$ cat src/rtl/uart_pixel_writer.sv
// ---------------------------------------------------------------------------
// uart_pixel_writer
//
// Packs the UART byte stream into 24-bit pixels and writes them into port A
// of the frame BRAM in raster order. Every three accepted bytes (R, G, B)
// produce one write; the write pointer wraps at the end of the frame. An
// inter-byte idle timeout drops any partial pixel and realigns the stream
// to the start of the frame, so a sender that restarts after a gap always
// lands on pixel 0 with the phase at R.
//
// Ports
//   CLK100MHZ    in   system clock
//   rst          in   synchronous, active-high reset
//   rx_data      in   received byte
//   rx_valid     in   one-cycle strobe qualifying rx_data (may be back-to-back)
//   addrA        out  BRAM port-A address (current write pointer)
//   dina         out  BRAM port-A write data {R,G,B}, holds between writes
//   wea          out  BRAM port-A write enable, one pulse per pixel
//   frame_done   out  pulse together with the write of the last pixel
//   timeout_evt  out  pulse when a timeout discards a partial pixel/frame
//   byte_phase   out  0 = expect R, 1 = expect G, 2 = expect B
// ---------------------------------------------------------------------------
module uart_pixel_writer #(
   parameter int IMG_W       = 512,
   parameter int IMG_H       = 384,
   parameter int ADDR_W      = 18,
   parameter int TIMEOUT_CYC = 1000000
) (
   input  logic              CLK100MHZ,
   input  logic              rst,
   input  logic [7:0]        rx_data,
   input  logic              rx_valid,
   output logic [ADDR_W-1:0] addrA,
   output logic [23:0]       dina,
   output logic              wea,
   output logic              frame_done,
   output logic              timeout_evt,
   output logic [1:0]        byte_phase
);

   // Index of the last pixel; elaborated as a constant, so no multiplier
   // appears in the datapath.
   localparam logic [ADDR_W-1:0] LAST_PIX = ADDR_W'(IMG_W * IMG_H - 1);

   localparam int                IDLE_W   = $clog2(TIMEOUT_CYC);
   localparam logic [IDLE_W-1:0] IDLE_MAX = IDLE_W'(TIMEOUT_CYC - 1);

   typedef enum logic [1:0] {
      PH_R = 2'd0,
      PH_G = 2'd1,
      PH_B = 2'd2
   } phase_t;

   phase_t            phase_q;
   logic [7:0]        r_q, g_q;
   logic [ADDR_W-1:0] ptr_q, ptr_d;
   logic [IDLE_W-1:0] idle_q, idle_d;
   logic [23:0]       dina_q;
   logic              wea_q, frame_done_q, timeout_evt_q;
   logic              timeout_hit;

   // Next-state helpers for the pointer and the idle counter.
   // NOTE: every signal driven here gets a value on every path (the default
   // assignment first), otherwise synthesis infers a latch.
   always_comb begin
      ptr_d = ptr_q + ADDR_W'(1);
      if (ptr_q == LAST_PIX) ptr_d = '0;

      idle_d = idle_q;
      if (rx_valid)                idle_d = '0;
      else if (idle_q != IDLE_MAX) idle_d = idle_q + IDLE_W'(1);
   end

   // A byte arriving on the threshold cycle wins over the timeout.
   assign timeout_hit = !rx_valid && (idle_q == IDLE_MAX);

   // NOTE: state registers use non-blocking assignments so every register
   // samples the pre-edge values of the others, independent of code order.
   always_ff @(posedge CLK100MHZ) begin
      if (rst) begin
         phase_q       <= PH_R;
         r_q           <= '0;
         g_q           <= '0;
         ptr_q         <= '0;
         idle_q        <= '0;
         dina_q        <= '0;
         wea_q         <= 1'b0;
         frame_done_q  <= 1'b0;
         timeout_evt_q <= 1'b0;
      end else begin
         wea_q         <= 1'b0;
         frame_done_q  <= 1'b0;
         timeout_evt_q <= 1'b0;
         idle_q        <= idle_d;

         // The pointer moves on the cycle after the write it addressed.
         if (wea_q) ptr_q <= ptr_d;

         if (rx_valid) begin
            case (phase_q)
               PH_R: begin
                  r_q     <= rx_data;
                  phase_q <= PH_G;
               end
               PH_G: begin
                  g_q     <= rx_data;
                  phase_q <= PH_B;
               end
               PH_B: begin
                  dina_q       <= {r_q, g_q, rx_data};
                  wea_q        <= 1'b1;
                  frame_done_q <= (ptr_q == LAST_PIX);
                  phase_q      <= PH_R;
               end
               default: phase_q <= PH_R;
            endcase
         end else if (timeout_hit) begin
            // Realign to frame start; only report it if something was lost.
            // The counter stays saturated, and once aligned this is silent.
            timeout_evt_q <= (phase_q != PH_R) || (ptr_q != '0);
            phase_q       <= PH_R;
            ptr_q         <= '0;
            r_q           <= '0;
            g_q           <= '0;
         end
      end
   end

   assign addrA       = ptr_q;
   assign dina        = dina_q;
   assign wea         = wea_q;
   assign frame_done  = frame_done_q;
   assign timeout_evt = timeout_evt_q;
   assign byte_phase  = phase_q;

endmodule

$ cat config.mk
export PLATFORM = sky130hd
export DESIGN_NAME = uart_pixel_writer
export DESIGN_NICKNAME = d
export VERILOG_FILES = /design/src/rtl/uart_pixel_writer.sv
export SDC_FILE = /design/constraint.sdc
export NUM_CORES = 1
export LEC_CHECK = 0
export ABC_CLOCK_PERIOD_IN_PS = 4800
export CAP_MARGIN = 20
export CELL_PAD_IN_SITES_DETAIL_PLACEMENT = 1
export CELL_PAD_IN_SITES_GLOBAL_PLACEMENT = 1
export CORE_ASPECT_RATIO = 1.5
export CORE_MARGIN = 4
export CORE_UTILIZATION = 42
export CTS_CLUSTER_DIAMETER = 40
export DETAILED_ROUTE_END_ITERATION = 6
export PLACE_DENSITY = 0.87
export SYNTH_ARGS = -nofsm -noshare
export SYNTH_HDL_FRONTEND = slang
export SYNTH_SLANG_ARGS = --single-unit
$ cat constraint.sdc
create_clock -name CLK100MHZ -period 4.8 [get_ports CLK100MHZ]
set_input_delay 0.72 -clock CLK100MHZ [delete_from_list [all_inputs] [get_ports CLK100MHZ]]
set_output_delay 0.72 -clock CLK100MHZ [all_outputs]
set_load 0.05 [all_outputs]
==> impl_metrics.toml, run 1 <==
[run_status]
outcome = "complete, no violations"

[pwr]
power_switching_uw = 323.2
swShare_pct = 22.10
p_comb_share_pct = 5.0
p_clk_share_pct = 46.5
ir_worst_vdd_v = 0.0002313
power_mw = 1.463
p_leak_nw = 1.431
intPower_mw = 1.140
pwr-share-seq_pct = 48.5
p_per_area_nw_per_um2 = 333.2

[place]
dp_hpwl_microns = 7102
port_buffers = 57
place.gp.congestion = 0.8521
dpl.cell_count = 554
pre_cts_ws_ns = 1.812
detailed_place.area_sq_um = 4091

[yosys]
synth-seq-area-share_pct = 47.98
synth_warnings = 0
yosys.area_share.adder_pct = 1.084
synth_top_family_by_area = "simple AND/OR/NAND/NOR gates"
syn-cell-area_sq_um = 3463
ys_seq_elements = 83
synth.avg_cell_area_sq_um = 8.447
synthSimpleGateAreaFrac_pct = 27.75
synth_compound_area_share_pct = 13.11
synth_xor_area_share_pct = 5.058
ys_types = 45
postSynthNetCount = 424
synthesis.instances = 410
muxShareOfSynthArea_pct = 1.156

[global_route]
grt_first_pass_wirelength_microns = 17090
grt_pass1_vias = 3444
grt_usage_pct = 22.59
grt_max_degree = 34
antenna_found_initial = 0
grt-ovfl-total = 0

[timing]
slew_headroom_pct = 31.90
max_freq_mhz = 369.4
timing_worst_slew_pin_value_ns = 1.018
drv_slew = 0
grt_setup_unrepaired = "no"
clock_skew_ns = 0.006838
setup_ws_ns = 2.093
finalHoldWorstSlack_ns = 0.4587
setup_viol = 0
post-route-period-util_pct = 56.40
hold_viol_final = 0
finalSetupTns_ns = 0
post-route-min-period_ns = 2.707

[worst_setup_path]
crit_type = "reg -> reg"
r2r_cells = 6
crit_start = "idle_q[0]"
cp-start-kind = "register"
worstPathMaxFanout = 18
timing.rr.start = "idle_q[0]"
worstPathRequired_ns = 4.98
setup.worst_path.end_class = "register"
arrival_ns = 2.89
rrSetupSlack_ns = 2.09
reg2reg_to = "addrA[5]"

[min_path]
hp-class = "reg -> reg"
min_from = "g_q[4]"
holdPathStages = 2
holdPathEnd = "dina[12]"

[floorplanning]
dieArea_sq_um = 9793
fp.coreArea_sq_um = 8008
die_h_microns = 119.2
start_util_pct = 43.25
die_w_microns = 82.15
rows = 40
io_pins = 58

[finish]
n_antenna_cell = 0
syn_to_final_growth_pct = 26.77
finalNetCount = 475
layout_commonest_cell = "nand2_1"
fin_area_sq_um = 4390
fin_cells = 570
final_cell_mix = "nand2_1, dfxtp_1, clkdlybuf4s50_1, a21oi_1, nor2_1"
post-route-util_pct = 54.83
drive_above_1_share_pct = 6.667

[clock_network]
cts_resized = 0
clk_latency_ns = 0.33
clock_sinks = 83
cts-root-buf = "clkbuf_16"
postCtsSetupBuffers = 0
cts_tree = "yes"
h-tree-depth = 3
clk_pin_slew_worst_paths_ns = 0.06
clock_path_buffers = 2
ctsHoldBuffers = 0
cts_buffers = 9

[drt]
wirelength_microns = 10400
ant_nets = 0
firstDrtPassIters = 4
route.detailed.drc = 0
wl_per_cell_microns = 18.25
drt-initial-drc-count = 177
viasPerCell = 5.728
vias = 3265

[run]
cap_violations = 0
sequential cells by signal (all words and copies together) (netlist names):
name         count
g_q              8
frame_done       1
wea              1
idle_q          20
addrA           18
dina            24
r_q              8
timeout_evt      1
byte_phase       2
synthesized netlist by cell type:
library cell	instances	share of area [%]
nor2b_1	2	0.36
o22ai_1	16	2.9
a31oi_1	2	0.36
clkinv_1	1	0.11
a31o_2	5	1.3
nor3_2	1	0.29
buf_6	1	0.33
nand3b_1	2	0.43
or3_1	6	1.1
xnor2_1	15	3.8
or2_0	1	0.18
nand3_1	10	1.4
or2_2	2	0.36
a21oi_1	34	4.9
o21a_1	3	0.65
o2111ai_1	1	0.25
or4_1	4	0.87
and3b_1	1	0.25
and4_1	1	0.25
nand4_1	9	1.6
xor2_1	5	1.3
nor3_1	22	3.2
or4b_2	1	0.29
nor4_2	1	0.36
nor2_1	23	2.5
mux2i_1	4	1.2
ha_1	3	1.1
dfxtp_1	83	48
nand3_2	1	0.29
nand4_2	2	0.72
clkbuf_1	14	1.5
o21ai_0	6	0.87
o31ai_1	3	0.65
o211ai_1	1	0.22
a211oi_1	2	0.43
nand2_1	86	9.3
nand4b_1	1	0.25
inv_1	11	1.2
nor4bb_1	2	0.58
and3_1	4	0.72
and2_1	1	0.18
nor4_1	8	1.4
buf_2	5	0.72
nor4b_1	3	0.76
o31ai_4	1	0.61
critical path, cell delays in order, from the launching register on:
cell,delay [ns]
dfxtp_1,0.39
ha_1,0.23
and3_1,0.24
nand3_1,0.42
o31ai_4,0.81
buf_4,0.36
nor3_1,0.09
how the worst max path moves through the flow:
| stage | end | cells past startpoint |
|---|---|---|
| 2_1_floorplan | addrA[14] | 5 |
| 3_3_place_gp | frame_done | 4 |
| 3_5_place_dp | frame_done | 4 |
| 4_1_cts | frame_done | 4 |
| 5_1_grt | frame_done | 4 |
| 6_report | addrA[5] | 6 |
power groups by stage:
stage | Combinational, mW | Sequential (mW) | Clock, mW
floorplan | 0.0384 | 0.730 | 0
global placement | 0.0707 | 0.723 | 0
detailed placement | 0.0727 | 0.723 | 0
CTS | 0.0741 | 0.709 | 0.692
global route | 0.0800 | 0.710 | 0.725
finish | 0.0734 | 0.709 | 0.681
metal layers:
layer / GRT usage (%) / vias up / share of wire (%)
li1: - / 1543 / -
met1: 23.52 / 1626 / 37
met2: 42.41 / 74 / 57
met3: 4.463 / 22 / 3.5
met4: 8.732 / 0 / 2.5
met5: 0 / - / 0
cell type report:
class | count | area (sq um)
fill | 934 | 3617
multi-input combinational | 295 | 1668
sequential | 83 | 1662
timing repair buffer | 60 | 590.6
clock buffer | 11 | 242.7
tap | 105 | 131.4
clock inverter | 4 | 51.30
inverter | 12 | 45.04
logic make-up (layout without fill, tap and decap cells):
family | after synthesis | count (layout)
AO/OA/AOI/OAI | 74 | 74
XOR/XNOR | 20 | 20
adder cells (fa/ha/maj) | 3 | 3
buffers and inverters | 32 | 87
flip-flops | 83 | 83
multiplexers | 4 | 4
AND/OR/NAND/NOR | 194 | 194
Power figures use the tool's default switching activity.
==> inputs of run 2 (changes only) <==
==> config.mk (replaced) <==
export PLATFORM = sky130hd
export DESIGN_NAME = uart_pixel_writer
export DESIGN_NICKNAME = d
export VERILOG_FILES = /design/src/rtl/uart_pixel_writer.sv
export SDC_FILE = /design/constraint.sdc
export NUM_CORES = 1
export LEC_CHECK = 0
export ABC_CLOCK_PERIOD_IN_PS = 2300
export CAP_MARGIN = 20
export CELL_PAD_IN_SITES_DETAIL_PLACEMENT = 1
export CELL_PAD_IN_SITES_GLOBAL_PLACEMENT = 1
export CORE_ASPECT_RATIO = 1.5
export CORE_MARGIN = 4
export CORE_UTILIZATION = 35
export CTS_CLUSTER_DIAMETER = 40
export DETAILED_ROUTE_END_ITERATION = 6
export PLACE_DENSITY = 0.77
export SYNTH_ARGS = -nofsm -noshare
export SYNTH_HDL_FRONTEND = slang
export SYNTH_SLANG_ARGS = --single-unit
==> constraint.sdc (replaced) <==
create_clock -name CLK100MHZ -period 2.3 [get_ports CLK100MHZ]
set_input_delay 0.345 -clock CLK100MHZ [delete_from_list [all_inputs] [get_ports CLK100MHZ]]
set_output_delay 0.345 -clock CLK100MHZ [all_outputs]
set_load 0.05 [all_outputs]
==> run 2 against run 1 <==
  * Clock power grew 130%
  * Design area grew 2.2%
  * Critical endpoint is now idle_q[18]
  * Sequential share of layout area shrank 0.82 points
  * Critical path type unchanged
  * Highest routed layer unchanged
  * Clock-buffer cell count decreased by 2
  * Clock skew fell by 0.0018 ns
  * Combinational power increased by 110%
  * Utilization shrank 8.5 points
  * Maximum frequency increased by 28%
==> impl_metrics.toml, run 2 (synthesis results as in run 1) <==
[floorplanning]
dieArea_sq_um = 11580
rows = 44
io_pins = 58
start_util_pct = 35.74
die_h_microns = 129.8
fp.coreArea_sq_um = 9689
die_w_microns = 89.22

[finish]
n_antenna_cell = 0
largest_reg_flops = 24
final_cell_mix = "nand2_1, dfxtp_1, clkdlybuf4s50_1, a21oi_1, nor2_1"
layout_commonest_cell = "nand2_1"
fillers = 1164
drive_above_1_share_pct = 8.457
syn_to_final_growth_pct = 29.59
post-route-util_pct = 46.32
finalNetCount = 482

[worst_setup_path]
cp-start-kind = "register"
worstPathRequired_ns = 2.57
crit_type = "reg -> reg"
crit_end = "idle_q[18]"
r2r_cells = 5
crit_start = "idle_q[0]"
reg2reg_to = "idle_q[18]"
arrival_ns = 2.39
setup.worst_path.end_class = "register"
rrSetupSlack_ns = 0.18
timing.rr.start = "idle_q[0]"
worstPathMaxFanout = 7

[clock_network]
clk_pin_slew_worst_paths_ns = 0.06
cts_tree = "yes"
cts-root-buf = "clkbuf_16"
ctsHoldBuffers = 0
cts_buffers = 9
clk_latency_ns = 0.34
cts_resized = 0
clock_sinks = 83
postCtsSetupBuffers = 0
h-tree-depth = 3
clock_path_buffers = 2

[min_path]
holdPathStages = 2
hp-class = "reg -> reg"

[timing]
post-route-period-util_pct = 91.99
max_freq_mhz = 472.6
timing_worst_slew_pin_value_ns = 0.6001
grt_setup_unrepaired = "no"
drv_slew = 0
slew_headroom_pct = 59.88
finalSetupTns_ns = 0
hold_viol_final = 0
setup_viol = 0
clock_skew_ns = 0.005076
post-route-min-period_ns = 2.116

[place]
port_buffers = 57
dp_hpwl_microns = 6804
place.gp.congestion = 0.7867

[drt]
firstDrtPassIters = 4
viasPerCell = 5.376
vias = 3161
ant_nets = 0
drt-initial-drc-count = 67
route.detailed.drc = 0
wl_per_cell_microns = 16.38
wirelength_microns = 9632

[pwr]
ir_worst_vdd_v = 0.0004891
p_leak_nw = 1.480
p_per_area_nw_per_um2 = 717.6

[run_status]
outcome = "complete, no violations"

[global_route]
grt_use_met1_pct = 18.94
grt_pass1_vias = 3132
antenna_found_initial = 0
grt_max_degree = 25
met3_usage_pct = 4.169
grt_usage_pct = 17.08
globalRoute.busiestLayer = "met2"
grt-ovfl-total = 0
grt_first_pass_wirelength_microns = 15410
grtUsageMet2_pct = 31.18

[run]
cap_violations = 0
==> run 2: cell types whose count changed in the layout (fill, tap and decap cells not counted) <==
cell,change
clkbuf_2,-1
clkbuf_1,-1
inv_6,+3
buf_4,+8
bufinv_16,+1
clkinv_4,-1
clkbuf_8,-1
==> run 2: worst min path at each step <==
stage	from	slack, ns	end
CTS	dina[6]	0.46	dina[6]
finish	dina[6]	0.45	dina[6]
global placement	dina[15]	0.44	dina[15]
detailed placement	g_q[0]	0.45	dina[8]
floorplan	g_q[2]	0.43	dina[10]
global route	dina[6]	0.48	dina[6]
==> run 2: per-stage QoR <==
| stage | total power, mW | worst slack [ns] | hold WS [ns] | cells | instance area [sq um] |
|---|---|---|---|---|---|
| 5_1_grt | 3.312 | 0.07243 | 0.4805 | 588 | 4488 |
| 4_1_cts | 3.250 | 0.1787 | 0.4569 | 588 | 4488 |
| 3_3_place_gp | 1.663 | 0.2900 | 0.4421 | 572 | 4164 |
| 6_report | 3.220 | 0.1842 | 0.4535 | 588 | 4488 |
| 2_1_floorplan | 1.604 | 0.1299 | 0.4322 | 410 | 3463 |
| 3_5_place_dp | 1.668 | 0.2033 | 0.4456 | 572 | 4164 |
==> run 2: worst max-delay path: stages, from the launching register on <==
cell and delay [ns]:
dfxtp_1 0.42, ha_1 0.24, nand3_1 0.15, or4_1 0.65, or4_1 0.44, a21oi_1 0.15
==> run 2: routing by layer <==
layer | wire length, microns | vias up
met3 | 353 | 11
li1 | - | 1556
met4 | 167 | 0
met5 | 0 | -
met1 | 4015 | 1537
met2 | 5096 | 57
==> run 2: power by group <==
part | leakage (nW) | switching (mW) | internal (mW) | total [mW]
Clock | 0.157 | 0.625 | 0.961 | 1.59
Sequential | 0.671 | 0.0182 | 1.46 | 1.48
Combinational | 0.652 | 0.100 | 0.0563 | 0.157
Total | 1.48 | 0.743 | 2.48 | 3.22
==> run 2: final cells by class <==
cell class / count / area (sq um) / share of cell area, %
multi-input cells: 295 / 1668 / 37.16
flip-flops and latches: 83 / 1662 / 37.02
repair buffers: 67 / 645.6 / 14.39
clock buffers: 9 / 225.2 / 5.018
well taps: 115 / 143.9 / 3.206
clock inverters: 7 / 98.84 / 2.202
inverters: 12 / 45.04 / 1.004
==> inputs of run 3 (changes only) <==
--- a/config.mk
+++ b/config.mk
@@ -14,6 +14,7 @@
 export CORE_UTILIZATION = 35
 export CTS_CLUSTER_DIAMETER = 40
 export DETAILED_ROUTE_END_ITERATION = 6
+export GPL_TIMING_DRIVEN = 0
 export PLACE_DENSITY = 0.77
 export SYNTH_ARGS = -nofsm -noshare
 export SYNTH_HDL_FRONTEND = slang
==> run 3 against run 2 <==
  * Non-clock buffer count grew 14
  * Utilization rose by 0.53 points
  * Total power increased by 0.29%
  * Sequential power about the same
  * Register-to-register slack gained 0.02 ns
  * Worst hold slack got worse by 0.0014 ns
  * Die area did not move
  * Maximum frequency down 0.37%
  * Largest cell class unchanged
  * Wire length grew 6.3%
  * Clock skew grew 0.0035 ns
==> impl_metrics.toml, run 3 (synthesis results as in run 1) <==
[run_status]
outcome = "complete, no violations"

[drt]
wirelength_microns = 10240
vias = 3219
viasPerCell = 5.347
wl_per_cell_microns = 17.00
firstDrtPassIters = 4
route.detailed.drc = 0
ant_nets = 0
drt-initial-drc-count = 98

[global_route]
met3_usage_pct = 3.095
grt_usage_pct = 18.69
grt_max_degree = 15
grtUsageMet2_pct = 34.22
grt_pass1_vias = 3381
grt_first_pass_wirelength_microns = 16500
grt-ovfl-total = 0
antenna_found_initial = 0
globalRoute.busiestLayer = "met2"
grt_use_met1_pct = 19.13

[timing]
timing_worst_slew_pin_value_ns = 0.6450
slew_headroom_pct = 56.60
clock_skew_ns = 0.008561
drv_slew = 0
post-route-period-util_pct = 92.33
setup_viol = 0
finalHoldWorstSlack_ns = 0.4521
finalSetupTns_ns = 0
post-route-min-period_ns = 2.124
grt_setup_unrepaired = "no"
max_freq_mhz = 470.9
hold_viol_final = 0

[pwr]
ir_worst_vdd_v = 0.0005644
p_per_area_nw_per_um2 = 711.5
p_leak_nw = 1.507

[finish]
final_cell_mix = "nand2_1, dfxtp_1, clkdlybuf4s50_1, a21oi_1, nor2_1"
largest_reg_flops = 24
n_antenna_cell = 0
finalNetCount = 496
layout_commonest_cell = "nand2_1"
syn_to_final_growth_pct = 31.07
drive_above_1_share_pct = 8.008

[floorplanning]
die_w_microns = 89.22
io_pins = 58
die_h_microns = 129.8
start_util_pct = 35.74
rows = 44
dieArea_sq_um = 11580
fp.coreArea_sq_um = 9689

[worst_setup_path]
setup.worst_path.end_class = "register"
worstPathMaxFanout = 10
worstPathRequired_ns = 2.50
crit_type = "in -> reg"
arrival_ns = 2.33
cp-start-kind = "primary input"

[place]
dp_hpwl_microns = 7358
place.gp.congestion = 0.7823
port_buffers = 57

[clock_network]
clock_path_buffers = 2
clock_sinks = 83
cts_buffers = 9
cts_tree = "yes"
ctsHoldBuffers = 0
clk_pin_slew_worst_paths_ns = 0.06
cts-root-buf = "clkbuf_16"
clk_latency_ns = 0.34
h-tree-depth = 3

[min_path]
hp-class = "reg -> reg"

[run]
cap_violations = 0
[run 3: cell types whose count changed in the layout (fill, tap and decap cells not counted), sizes merged]
cell,change
inv,-2
buf,-1
clkbuf,+17
[run 3: cell type report]
cell class	count	area, sq um
buffer	20	88.84
clock buffer	11	242.7
clock inverter	5	85.08
fill	1157	5150
inverter	12	45.04
multi-input combinational	295	1674
sequential	83	1662
tap	115	143.9
timing repair buffer	61	598.1
[run 3: through the flow]
step                      setup slack (ns)  std cells  instance area (sq um)  power [mW]  utilization [%]
after detailed placement           -0.1213        582                   4178       1.675            43.12
after floorplan                     0.1299        410                   3463       1.604                -
after global routing               0.03181        602                   4539       3.332            46.85
after global placement            -0.06970        582                   4178       1.670            43.12
after CTS                          0.04353        598                   4506       3.264            46.50
final                               0.1763        602                   4539       3.230            46.85
[run 3: worst paths after layout]
check,startpoint,to,slack [ns],cells after the start
worst max-delay path,rx_valid,frame_done,0.18,5
worst min-delay path,dina[20],dina[20],0.45,2
worst max register to register,idle_q[0],idle_q[18],0.20,6
worst min register to register,dina[20],dina[20],0.45,2
[run 3: report_power, final]
group | internal [mW] | leakage, nW | switching, mW
Combinational | 0.0577 | 0.680 | 0.107
Clock | 0.987 | 0.156 | 0.599
Sequential | 1.46 | 0.671 | 0.0185
[run 3: timing repair]
action / CTS / global route
setup endpoints to repair: 0 / 32
buffers inserted: 0 / 3
gates resized for setup: 0 / 1
[run 3: critical path, cell delays in order]
cell and delay [ns]:
clkdlybuf4s50_1 0.49, clkbuf_1 0.42, nand3b_1 0.41, nor2_1 0.22
nor4bb_1 0.44
[run 3: routing by layer]
metal / up-vias / share of wire (%)
met4: 0 / 3.9
met2: 58 / 54
met3: 21 / 2.8
li1: 1593 / -
met5: - / 0
met1: 1547 / 39
